===== config.mk =====
export PLATFORM = sky130hd
export DESIGN_NAME = writeback_unit
export DESIGN_NICKNAME = d
export VERILOG_FILES = /design/src/rtl/arm_wb_pkg.sv /design/src/rtl/load_align.sv /design/src/rtl/writeback_unit.sv
export SDC_FILE = /design/constraint.sdc
export NUM_CORES = 1
export LEC_CHECK = 0
export ABC_AREA = 0
export ABC_CLOCK_PERIOD_IN_PS = 3000
export CAP_MARGIN = 20
export CORE_UTILIZATION = 40
export CTS_BUF_LIST = sky130_fd_sc_hd__clkbuf_8
export DETAILED_ROUTE_END_ITERATION = 6
export PLACE_DENSITY = 0.7
export SLEW_MARGIN = 20
export SYNTH_ARGS = -nofsm -noshare
export SYNTH_HDL_FRONTEND = slang
export SYNTH_SLANG_ARGS = --single-unit

===== constraint.sdc =====
create_clock -name clk -period 3 [get_ports clk]
set_input_delay 0.75 -clock clk [delete_from_list [all_inputs] [get_ports clk]]
set_output_delay 0.75 -clock clk [all_outputs]
set_load 0.01 [all_outputs]

===== src/rtl/arm_wb_pkg.sv =====
// Shared types for the write-back stage.
// Pending-load bundle, state encoding and register-bit helper.
package arm_wb_pkg;

  typedef enum logic {
    WB_IDLE,
    WB_WAIT_LOAD
  } wb_state_t;

  localparam logic [3:0] REG_PC = 4'd15;

  typedef struct packed {
    logic [3:0] rd;
    logic       reg_write;
    logic       ld_byte;
    logic [1:0] addr_lo;
  } wb_pending_t;

  // One-hot busy bit for a register write; the PC never gets one.
  function automatic logic [15:0] reg_bit(
    input logic [3:0] rd,
    input logic       en
  );
    logic [15:0] m;
    m = '0;
    if (en && rd != REG_PC) m[rd] = 1'b1;
    return m;
  endfunction

endpackage


===== src/rtl/load_align.sv =====
// Load data alignment for the write-back stage.
// Word loads pass through; byte loads select and zero-extend.
module load_align (
  input  logic [31:0] rdata,
  input  logic        ld_byte,
  input  logic [1:0]  addr_lo,
  output logic [31:0] data
);

  logic [7:0] sel;

  always_comb begin
    sel = '0;
    unique case (addr_lo)
      2'd0: sel = rdata[7:0];
      2'd1: sel = rdata[15:8];
      2'd2: sel = rdata[23:16];
      2'd3: sel = rdata[31:24];
    endcase
  end

  assign data = ld_byte ? {24'b0, sel} : rdata;

endmodule


===== src/rtl/writeback_unit.sv =====
// Write-back stage: commits results to the register file,
// waits for load data with timeout, redirects PC on rd==15.
module writeback_unit
  import arm_wb_pkg::*;
#(
  parameter int unsigned LOAD_TIMEOUT = 64,
  parameter int unsigned DATA_W       = 32
) (
  input  logic              clk,
  input  logic              reset,
  input  logic              ex_valid,
  output logic              ex_ready,
  input  logic              ex_reg_write,
  input  logic [3:0]        ex_rd,
  input  logic              ex_is_load,
  input  logic              ex_ld_byte,
  input  logic [DATA_W-1:0] ex_result,
  input  logic              ld_rvalid,
  input  logic [DATA_W-1:0] ld_rdata,
  output logic              RegWrite,
  output logic [3:0]        a3,
  output logic [DATA_W-1:0] wd3,
  output logic              pc_wr_en,
  output logic [DATA_W-1:0] pc_wr_data,
  output logic [15:0]       busy_mask,
  output logic              retire,
  output logic              ld_error
);

  localparam logic [7:0] CNT_LAST = 8'(LOAD_TIMEOUT - 1);

  wb_state_t   state, state_n;
  logic [7:0]  cnt, cnt_n;
  wb_pending_t pend, pend_n;
  logic [15:0] clr_q, clr_n;

  logic              accept;
  logic              done;
  logic              timeout;
  logic [3:0]        done_rd;
  logic              done_we;
  logic [DATA_W-1:0] done_data;
  logic [DATA_W-1:0] ld_data;
  logic              wr_rf;
  logic              wr_pc;
  logic [15:0]       set_mask;
  logic [15:0]       clr_mask;

  load_align u_align (
    .rdata   (ld_rdata),
    .ld_byte (pend.ld_byte),
    .addr_lo (pend.addr_lo),
    .data    (ld_data)
  );

  assign ex_ready = (state == WB_IDLE);
  assign accept   = ex_valid && ex_ready;

  always_comb begin
    state_n   = state;
    cnt_n     = cnt;
    pend_n    = pend;
    done      = 1'b0;
    timeout   = 1'b0;
    done_rd   = ex_rd;
    done_we   = ex_reg_write;
    done_data = ex_result;
    unique case (state)
      WB_IDLE: begin
        if (accept && ex_is_load) begin
          state_n        = WB_WAIT_LOAD;
          cnt_n          = '0;
          pend_n.rd        = ex_rd;
          pend_n.reg_write = ex_reg_write;
          pend_n.ld_byte   = ex_ld_byte;
          pend_n.addr_lo   = ex_result[1:0];
        end else if (accept) begin
          done = 1'b1;
        end
      end
      WB_WAIT_LOAD: begin
        cnt_n = cnt + 8'd1;
        if (ld_rvalid) begin
          done      = 1'b1;
          done_rd   = pend.rd;
          done_we   = pend.reg_write;
          done_data = ld_data;
          state_n   = WB_IDLE;
        end else if (cnt == CNT_LAST) begin
          timeout = 1'b1;
          state_n = WB_IDLE;
        end
      end
    endcase
  end

  assign wr_rf = done && done_we && (done_rd != REG_PC);
  assign wr_pc = done && done_we && (done_rd == REG_PC);

  // Busy bits set at acceptance; a same-edge set overrides a clear.
  assign set_mask = accept ? reg_bit(ex_rd, ex_reg_write) : '0;
  assign clr_mask = clr_q
                  | (timeout ? reg_bit(pend.rd, pend.reg_write) : '0);
  assign clr_n    = done ? reg_bit(done_rd, done_we) : '0;

  always_ff @(posedge clk) begin
    if (reset) begin
      state      <= WB_IDLE;
      cnt        <= '0;
      pend       <= '0;
      clr_q      <= '0;
      busy_mask  <= '0;
      RegWrite   <= 1'b0;
      a3         <= '0;
      wd3        <= '0;
      pc_wr_en   <= 1'b0;
      pc_wr_data <= '0;
      retire     <= 1'b0;
      ld_error   <= 1'b0;
    end else begin
      state     <= state_n;
      cnt       <= cnt_n;
      pend      <= pend_n;
      clr_q     <= clr_n;
      busy_mask <= (busy_mask & ~clr_mask) | set_mask;
      RegWrite  <= wr_rf;
      pc_wr_en  <= wr_pc;
      retire    <= done;
      ld_error  <= timeout;
      if (wr_rf) begin
        a3  <= done_rd;
        wd3 <= done_data;
      end
      if (wr_pc) begin
        pc_wr_data <= {done_data[DATA_W-1:2], 2'b00};
      end
    end
  end

endmodule


==> results of run 1 <==
==> placed cells by master, fill, tap and decap left out, types with 11 or more instances in the layout <==
cell type                         count
sky130_fd_sc_hd__nor2b_1             12
sky130_fd_sc_hd__o22ai_1             17
sky130_fd_sc_hd__dfxtp_1            119
sky130_fd_sc_hd__nor2_1              42
sky130_fd_sc_hd__inv_1               19
sky130_fd_sc_hd__clkbuf_8            20
sky130_fd_sc_hd__nand2b_1            54
sky130_fd_sc_hd__a21oi_1             23
sky130_fd_sc_hd__a221oi_1            12
sky130_fd_sc_hd__o21ai_0             11
sky130_fd_sc_hd__nand2_1             82
sky130_fd_sc_hd__a21o_1              24
sky130_fd_sc_hd__mux2i_1             51
sky130_fd_sc_hd__nand3b_1            27
sky130_fd_sc_hd__nor3_1              14
sky130_fd_sc_hd__nand3_1             11
sky130_fd_sc_hd__buf_4               14
sky130_fd_sc_hd__clkdlybuf4s50_1    160
==> through the flow <==
stage	instances	util [%]	setup WS (ns)	hold WS, ns	area [µm²]
floorplan	637	-	0.845	0.373	5540
global placement	942	54.5	0.303	0.384	7280
detailed placement	942	54.5	0.194	0.403	7280
CTS	973	57.4	0.382	0.413	7660
global route	973	57.4	0.228	0.414	7660
finish	973	57.4	0.379	0.402	7660
==> power groups by stage <==
| stage | clock [W] | combinational [W] | sequential [W] |
|---|---|---|---|
| 5_1_grt | 0.00150 | 0.000457 | 0.00165 |
| 3_3_place_gp | 0 | 0.000415 | 0.00168 |
| 4_1_cts | 0.00143 | 0.000424 | 0.00165 |
| 2_1_floorplan | 0 | 0.000210 | 0.00168 |
| 6_report | 0.00140 | 0.000425 | 0.00165 |
| 3_5_place_dp | 0 | 0.000422 | 0.00168 |
==> layer usage <==
| metal | global-route usage (%) | share of wire (%) |
|---|---|---|
| met1 | 32.1 | 46 |
| met2 | 36.3 | 45 |
| met3 | 5.99 | 6.2 |
| met4 | 10.8 | 2.7 |
| met5 | 0 | 0 |
==> kinds of logic after synthesis <==
family,count (synthesis),synth area share (%)
other cells,1,0.0678
mux,58,10.7
fa+ha+maj,1,0.226
simple gates,274,25.9
buf+inv,65,5.50
flops,119,43.1
compound gates,117,14.6
==> flip-flops by register name, indices dropped and copies added (netlist names) <==
signal,flops
RegWrite,1
a3,4
busy_mask,16
clr_q,16
cnt,8
ld_error,1
pc_wr_data,30
pc_wr_en,1
pend,8
retire,1
state,1
wd3,32
==> layout make-up <==
type	count	area share, %
clock inverters	11	1.39
inverters	18	0.882
flip-flops and latches	119	31.1
repair buffers	176	22.8
multi-input cells	453	37.3
clock buffers	20	3.59
well taps	176	2.88
==> how the worst min path moves through the flow <==
stage	start	end	slack, ns	cells past startpoint
floorplan	clr_q[15]$_SDFF_PP0_	busy_mask[15]$_SDFF_PP0_	0.37	1
global placement	clr_q[15]$_SDFF_PP0_	busy_mask[15]$_SDFF_PP0_	0.38	1
detailed placement	clr_q[15]$_SDFF_PP0_	busy_mask[15]$_SDFF_PP0_	0.40	1
CTS	clr_q[15]$_SDFF_PP0_	busy_mask[15]$_SDFF_PP0_	0.41	1
global route	clr_q[15]$_SDFF_PP0_	busy_mask[15]$_SDFF_PP0_	0.41	1
finish	clr_q[15]$_SDFF_PP0_	busy_mask[15]$_SDFF_PP0_	0.40	1
==> implementation parameters, run 1 <==
Parameter                              Value

Logic synthesis
  Share of synthesized area occupied by flip-flops and latches ... 43.1%
  Number of instances in the synthesized netlist ... 635
  #FFs+latches synth ... 119
  Yosys synthesis warning count ... 0
  Cell types occupying the most area after synthesis ... sky130_fd_sc_hd__dfxtp_1 43%, sky130_fd_sc_hd__mux2i_1 9.2%, sky130_fd_sc_hd__nand2b_1 6.1%
  Post-synth top cells ... 119 x sky130_fd_sc_hd__dfxtp_1, 82 x sky130_fd_sc_hd__nand2_1, 54 x sky130_fd_sc_hd__nand2b_1
  Share of the synthesized area in the top cell type ... 43.1%
  Share of synthesized flip-flops with an asynchronous set or reset ... 0%
  Area of the mapped netlist ... 5530 µm²
  Number of distinct library cells after synthesis ... 46
  Number of enable-type register cells in the synthesized netlist ... 0
  Leading register cell type out of synthesis ... sky130_fd_sc_hd__dfxtp_1
  Mean Syn Cell Area ... 8.71 µm²
  Cell with the most instances after synthesis ... sky130_fd_sc_hd__dfxtp_1
  Leading area contributor after synthesis ... sky130_fd_sc_hd__dfxtp_1

STA
  Setup repair after global routing missed its margin ... false
  Share of the clock period used by the worst path after layout ... 87.4%
  Worst Max-Slew Pin Slew ... 0.846 ns
  Layout Skew ... 0.00964 ns
  Final-report max-slew violation count ... 0
  Final hold violation count ... 0
  Worst slew margin relative to its limit ... 43.5%
  Fmax ... 381 MHz
  Setup tns final ... 0 ns
  Count of final setup violators ... 0
  Time the final worst path needs with I/O delays and setup ... 2.62 ns

Clock network
  Clock latency reported for the late side of the worst-skew pair ... 0.44 ns
  Total clock sinks ... 119
  Post-CTS Hold Fix Bufs ... 0
  CTS clock-pin slew for the worst setup and hold paths ... 0.07 ns
  Clock root buffer ... sky130_fd_sc_hd__clkbuf_8
  Post-CTS setup repair buffer count ... 0
  CTS tree ... yes
  Number of CTS-inserted buffers ... 17
  CTS HTree Levels ... 4
  Worst-case clock buffer depth ... 2
  Number of gates given a new drive strength after cts ... 0

Setup path
  WS Path Type ... reg -> out
  Startpoint class of the critical path ... register
  Crit end category ... output pin
  Start of the worst register-to-register path ... state$_SDFF_PP0_
  Crit path max-delay family ... buffers and inverters
  Count of cells along the worst register-to-register path ... 5
  Launch point of the critical path ... state$_SDFF_PP0_
  Data arrival, critical path ... 1.87 ns
  Cell Chain, Critical Path ... inv_1, clkdlybuf4s50_1
  Critical path's slowest cell ... sky130_fd_sc_hd__dfxtp_1
  End point of the critical path ... ex_ready
  Capture instance of the worst register-to-register path ... wd3[22]$_SDFFE_PP0P_
  Cell depth of the worst setup path ... 2
  Largest incremental delay on the critical path ... 0.67 ns
  Required time at the endpoint of the critical path ... 2.25 ns
  Worst path bufs/invs ... 2
  Largest driver fanout on the critical path ... 18
  Minimum setup slack among reg-to-reg paths ... 0.82 ns

Power and ir drop
  Power share of the clock group ... 40.3%
  Power spent charging and discharging nets ... 0.000852 W
  Total chip power ... 0.00348 W
  Net switching share of the total power ... 24.5%
  Largest voltage drop on the vdd net ... 0.306 mV
  Total power density per cell area ... 454 nW/µm²
  Internal portion of total power ... 0.00262 W
  Combinational fraction of design power ... 12.2%
  Relative contribution of sequential cells to total power ... 47.4%
  Leakage ... 3.05 nW

Global routing
  Grt total ovfl ... 0
  Wire length of the first global-routing pass ... 26,400 µm
  Via count of the first global-routing pass ... 5,030
  Total GRT Usage ... 24.0%
  Maximum number of pins on one net before global-route repair ... 55
  Antenna violations before repair ... 0

Placed design
  Last weighted congestion value of the routability-driven placer ... 0.853
  Count of buffers inserted at the top-level ports ... 161
  Final HPWL from detailed placement ... 12,200 µm

Die
  Floorplan die width ... 120 µm
  I/O pins ... 164
  Initial Utilization ... 41.5%
  Die height ... 120 µm
  Die outline area ... 14,300 µm²
  CORE AREA ... 13,300 µm²
  Cell Rows ... 42

Final layout
  Flip-flop and latch area ... 2380 µm²
  Final net count ... 861
  Multi-input combinational cell area ... 2860 µm²
  Antenna cell count ... 0
  Number of fill cells ... 1,241
  Signed area change from the synthesized netlist to the final layout ... 38.4%
  Fraction of final layout cells with drive strength greater than 1 ... 7.28%

Route
  Starting DRC count in detailed routing ... 382
  Antenna violation net count after detailed routing ... 0
  Routed wire length per instance ... 17.3 µm
  DRT Pass-1 Iters ... 5
  DRC violations left ... 0
  Wire length reported by the detailed router ... 16,800 µm
  Mean number of vias per cell ... 5.34
  Routed vias ... 5,195

Worst hold path
  Tightest Hold Check Type ... reg -> reg

Run
  Max-capacitance violation count ... 0

Outcome
  Outcome ... completed
No activity file was read; power rests on OpenSTA's default activity.
==> run 2, diff against run 1 <==
--- a/config.mk
+++ b/config.mk
@@ -6,12 +6,11 @@
 export NUM_CORES = 1
 export LEC_CHECK = 0
 export ABC_AREA = 0
-export ABC_CLOCK_PERIOD_IN_PS = 3000
-export CAP_MARGIN = 20
+export ABC_CLOCK_PERIOD_IN_PS = 2350
 export CORE_UTILIZATION = 40
 export CTS_BUF_LIST = sky130_fd_sc_hd__clkbuf_8
 export DETAILED_ROUTE_END_ITERATION = 6
-export PLACE_DENSITY = 0.7
+export PLACE_DENSITY = 0.72
 export SLEW_MARGIN = 20
 export SYNTH_ARGS = -nofsm -noshare
 export SYNTH_HDL_FRONTEND = slang
==> constraint.sdc (replaced) <==
create_clock -name clk -period 2.35 [get_ports clk]
set_input_delay 0.5875 -clock clk [delete_from_list [all_inputs] [get_ports clk]]
set_output_delay 0.5875 -clock clk [all_outputs]
set_load 0.01 [all_outputs]
==> implementation parameters, run 2 (synthesized netlist as in run 1, its figures left out) <==
Parameter                              Value

Placed design
  Count of buffers inserted at the top-level ports ... 161 (unchanged)
  Last weighted congestion value of the routability-driven placer ... 0.892 (+4.6%)
  Worst slack, placed ... -0.140 ns (-0.334 ns)
  Final HPWL from detailed placement ... 12,900 µm (+5.6%)

Final layout
  Commonest cells after routing, fill and taps aside ... 160 x sky130_fd_sc_hd__clkdlybuf4s50_1, 119 x sky130_fd_sc_hd__dfxtp_1, 82 x sky130_fd_sc_hd__nand2_1
  Fraction of final layout cells with drive strength greater than 1 ... 9.44% (+2.2 points)
  Signed area change from the synthesized netlist to the final layout ... 41.7%
  Final net count ... 879 (+2.1%)
  Most frequent standard cell in the layout excluding fill and tap cells ... sky130_fd_sc_hd__clkdlybuf4s50_1
  Register containing the most flip-flops in the final layout ... wd3
  Max reg flops ... 32 (unchanged)
  Registers with the most flip-flops ... wd3 x32, pc_wr_data x30

Route
  DRT met1 WL ... 7510 µm (-2.1%)
  DRC violations left ... 0 (unchanged)
  Highest layer used for signal routing ... met4
  Antenna violation net count after detailed routing ... 0 (unchanged)
  Detailed route wirelength on metal3 ... 1280 µm (+23%)
  Routed wire length per instance ... 17.7 µm (+2.3%)
  Mean number of vias per cell ... 5.42 (+1.5%)
  DRT Pass-1 Iters ... 5 (unchanged)
  Wire length reported by the detailed router ... 17,600 µm (+4.4%)
  Total length of routed met2 wires ... 8230 µm (+7.5%)
  Routed vias ... 5,383 (+3.6%)
  Starting DRC count in detailed routing ... 473 (+24%)

Clock network
  Clock root buffer ... sky130_fd_sc_hd__clkbuf_8
  Number of CTS-inserted buffers ... 17 (unchanged)
  CTS clock-pin slew for the worst setup and hold paths ... 0.07 ns (about the same)
  Post-CTS setup repair buffer count ... 0 (unchanged)
  Clock latency reported for the late side of the worst-skew pair ... 0.44 ns (about the same)
  CTS tree ... yes
  Number of gates given a new drive strength after cts ... 0 (unchanged)
  Total clock sinks ... 119 (unchanged)
  Worst-case clock buffer depth ... 2 (unchanged)
  CTS HTree Levels ... 4 (unchanged)
  Post-CTS Hold Fix Bufs ... 0 (unchanged)

Power and ir drop
  Internal portion of total power ... 0.00346 W (+32%)
  Total power density per cell area ... 585 nW/µm² (+29%)
  Net switching share of the total power ... 24.5% (-0.044 points)
  Power spent charging and discharging nets ... 0.00112 W (+32%)
  Leakage ... 3.16 nW (+3.6%)
  Relative contribution of sequential cells to total power ... 45.8% (-1.6 points)
  Largest voltage drop on the vdd net ... 0.386 mV (+26%)
  Combinational fraction of design power ... 12.5% (+0.3 points)
  Power share of the clock group ... 41.7% (+1.4 points)

Global routing
  Wire length of the first global-routing pass ... 27,300 µm (+3.3%)
  Via count of the first global-routing pass ... 5,207 (+3.5%)
  Grt total ovfl ... 0 (unchanged)
  Antenna violations before repair ... 0 (unchanged)
  Maximum number of pins on one net before global-route repair ... 74 (+35%)
  Total GRT Usage ... 24.6% (+0.61 points)

Setup path
  WS Path Type ... reg -> out
  Largest incremental delay on the critical path ... 0.51 ns (-0.16 ns)
  Data arrival, critical path ... 1.55 ns (-0.32 ns)
  Critical path's slowest cell ... sky130_fd_sc_hd__clkdlybuf4s50_1
  Start of the worst register-to-register path ... pend[4]$_SDFFE_PP0P_
  Launch point of the critical path ... state$_SDFF_PP0_
  Required time at the endpoint of the critical path ... 1.76 ns (-0.49 ns)
  Cell Chain, Critical Path ... inv_1, clkdlybuf4s50_1
  Largest driver fanout on the critical path ... 8 (-10)
  Startpoint class of the critical path ... register
  Crit end category ... output pin

STA
  Count of final setup violators ... 0 (unchanged)
  Final hold violation count ... 0 (unchanged)
  Worst slew margin relative to its limit ... 60.4% (+17 points)
  Final-report max-slew violation count ... 0 (unchanged)
  Worst Max-Slew Pin Slew ... 0.593 ns (-0.253 ns)
  Layout Skew ... 0.00983 ns (+0.000197 ns)
  Fmax ... 467 MHz
  Time the final worst path needs with I/O delays and setup ... 2.14 ns
  Setup repair after global routing missed its margin ... false
  Post-route worst setup slack ... 0.210 ns (-0.169 ns)
  Tightest hold margin ... 0.394 ns (-0.00753 ns)
  Share of the clock period used by the worst path after layout ... 91.1%

Die
  Die height ... 120 µm (unchanged)
  Cell Rows ... 42 (unchanged)
  Initial Utilization ... 41.5% (unchanged)
  CORE AREA ... 13,300 µm² (unchanged)
  Die outline area ... 14,300 µm² (unchanged)
  I/O pins ... 164 (unchanged)
  Floorplan die width ... 120 µm (unchanged)

Worst hold path
  Worst Min Path Start ... clr_q[15]$_SDFF_PP0_
  Tightest Hold Check Type ... reg -> reg

Outcome
  Outcome ... completed

Run
  Max-capacitance violation count ... 0 (unchanged)
run 2: changes by cell type in the layout (fill, tap and decap cells not counted):
cell,delta
sky130_fd_sc_hd__clkinv_2,-2
sky130_fd_sc_hd__buf_12,+1
sky130_fd_sc_hd__buf_4,+17
sky130_fd_sc_hd__clkbuf_8,+3
sky130_fd_sc_hd__diode_2,+1
run 2: path summary, 6_finish.rpt:
path / end / cells past startpoint / slack [ns]
setup / recovery: ex_ready / 2 / 0.21
hold / removal: busy_mask[15]$_SDFF_PP0_ / 1 / 0.39
setup reg to reg: wd3[20]$_SDFFE_PP0P_ / 5 / 0.28
hold reg to reg: busy_mask[15]$_SDFF_PP0_ / 1 / 0.39
run 2: through the flow:
step	utilization, %	cells	TNS, ns	instance area, µm²	total power, W
global placement	55.6	960	-1.75	7420	0.00270
finish	58.7	993	0	7840	0.00459
detailed placement	55.6	960	-6.57	7420	0.00271
global route	58.7	992	0	7840	0.00474
CTS	58.7	992	0	7840	0.00459
floorplan	-	637	0	5540	0.00241
run 2: layout make-up:
type | instances | area (µm²)
tap | 176 | 220
antenna | 1 | 2.50
multi-input combinational | 453 | 2860
sequential | 119 | 2380
fill | 1154 | 5510
clock inverter | 9 | 96.3
inverter | 18 | 67.6
timing repair buffer | 194 | 1890
clock buffer | 23 | 317
run 2: power groups by stage:
stage | sequential (W) | combinational [W] | clock [W]
global route | 0.00210 | 0.000612 | 0.00203
floorplan | 0.00214 | 0.000268 | 0
detailed placement | 0.00214 | 0.000564 | 0
global placement | 0.00214 | 0.000553 | 0
CTS | 0.00210 | 0.000568 | 0.00193
finish | 0.00210 | 0.000572 | 0.00191
run 2: critical path, delay by kind of cell (launching register included):
family	cells	cell delay [ns]
buffers and inverters	2	0.66
DFF	1	0.45
run 2: metal layers:
metal,up-vias,global-route usage [%]
li1,2554,-
met1,2548,31.1
met2,242,38.9
met3,39,6.08
met4,0,12.1
met5,-,0
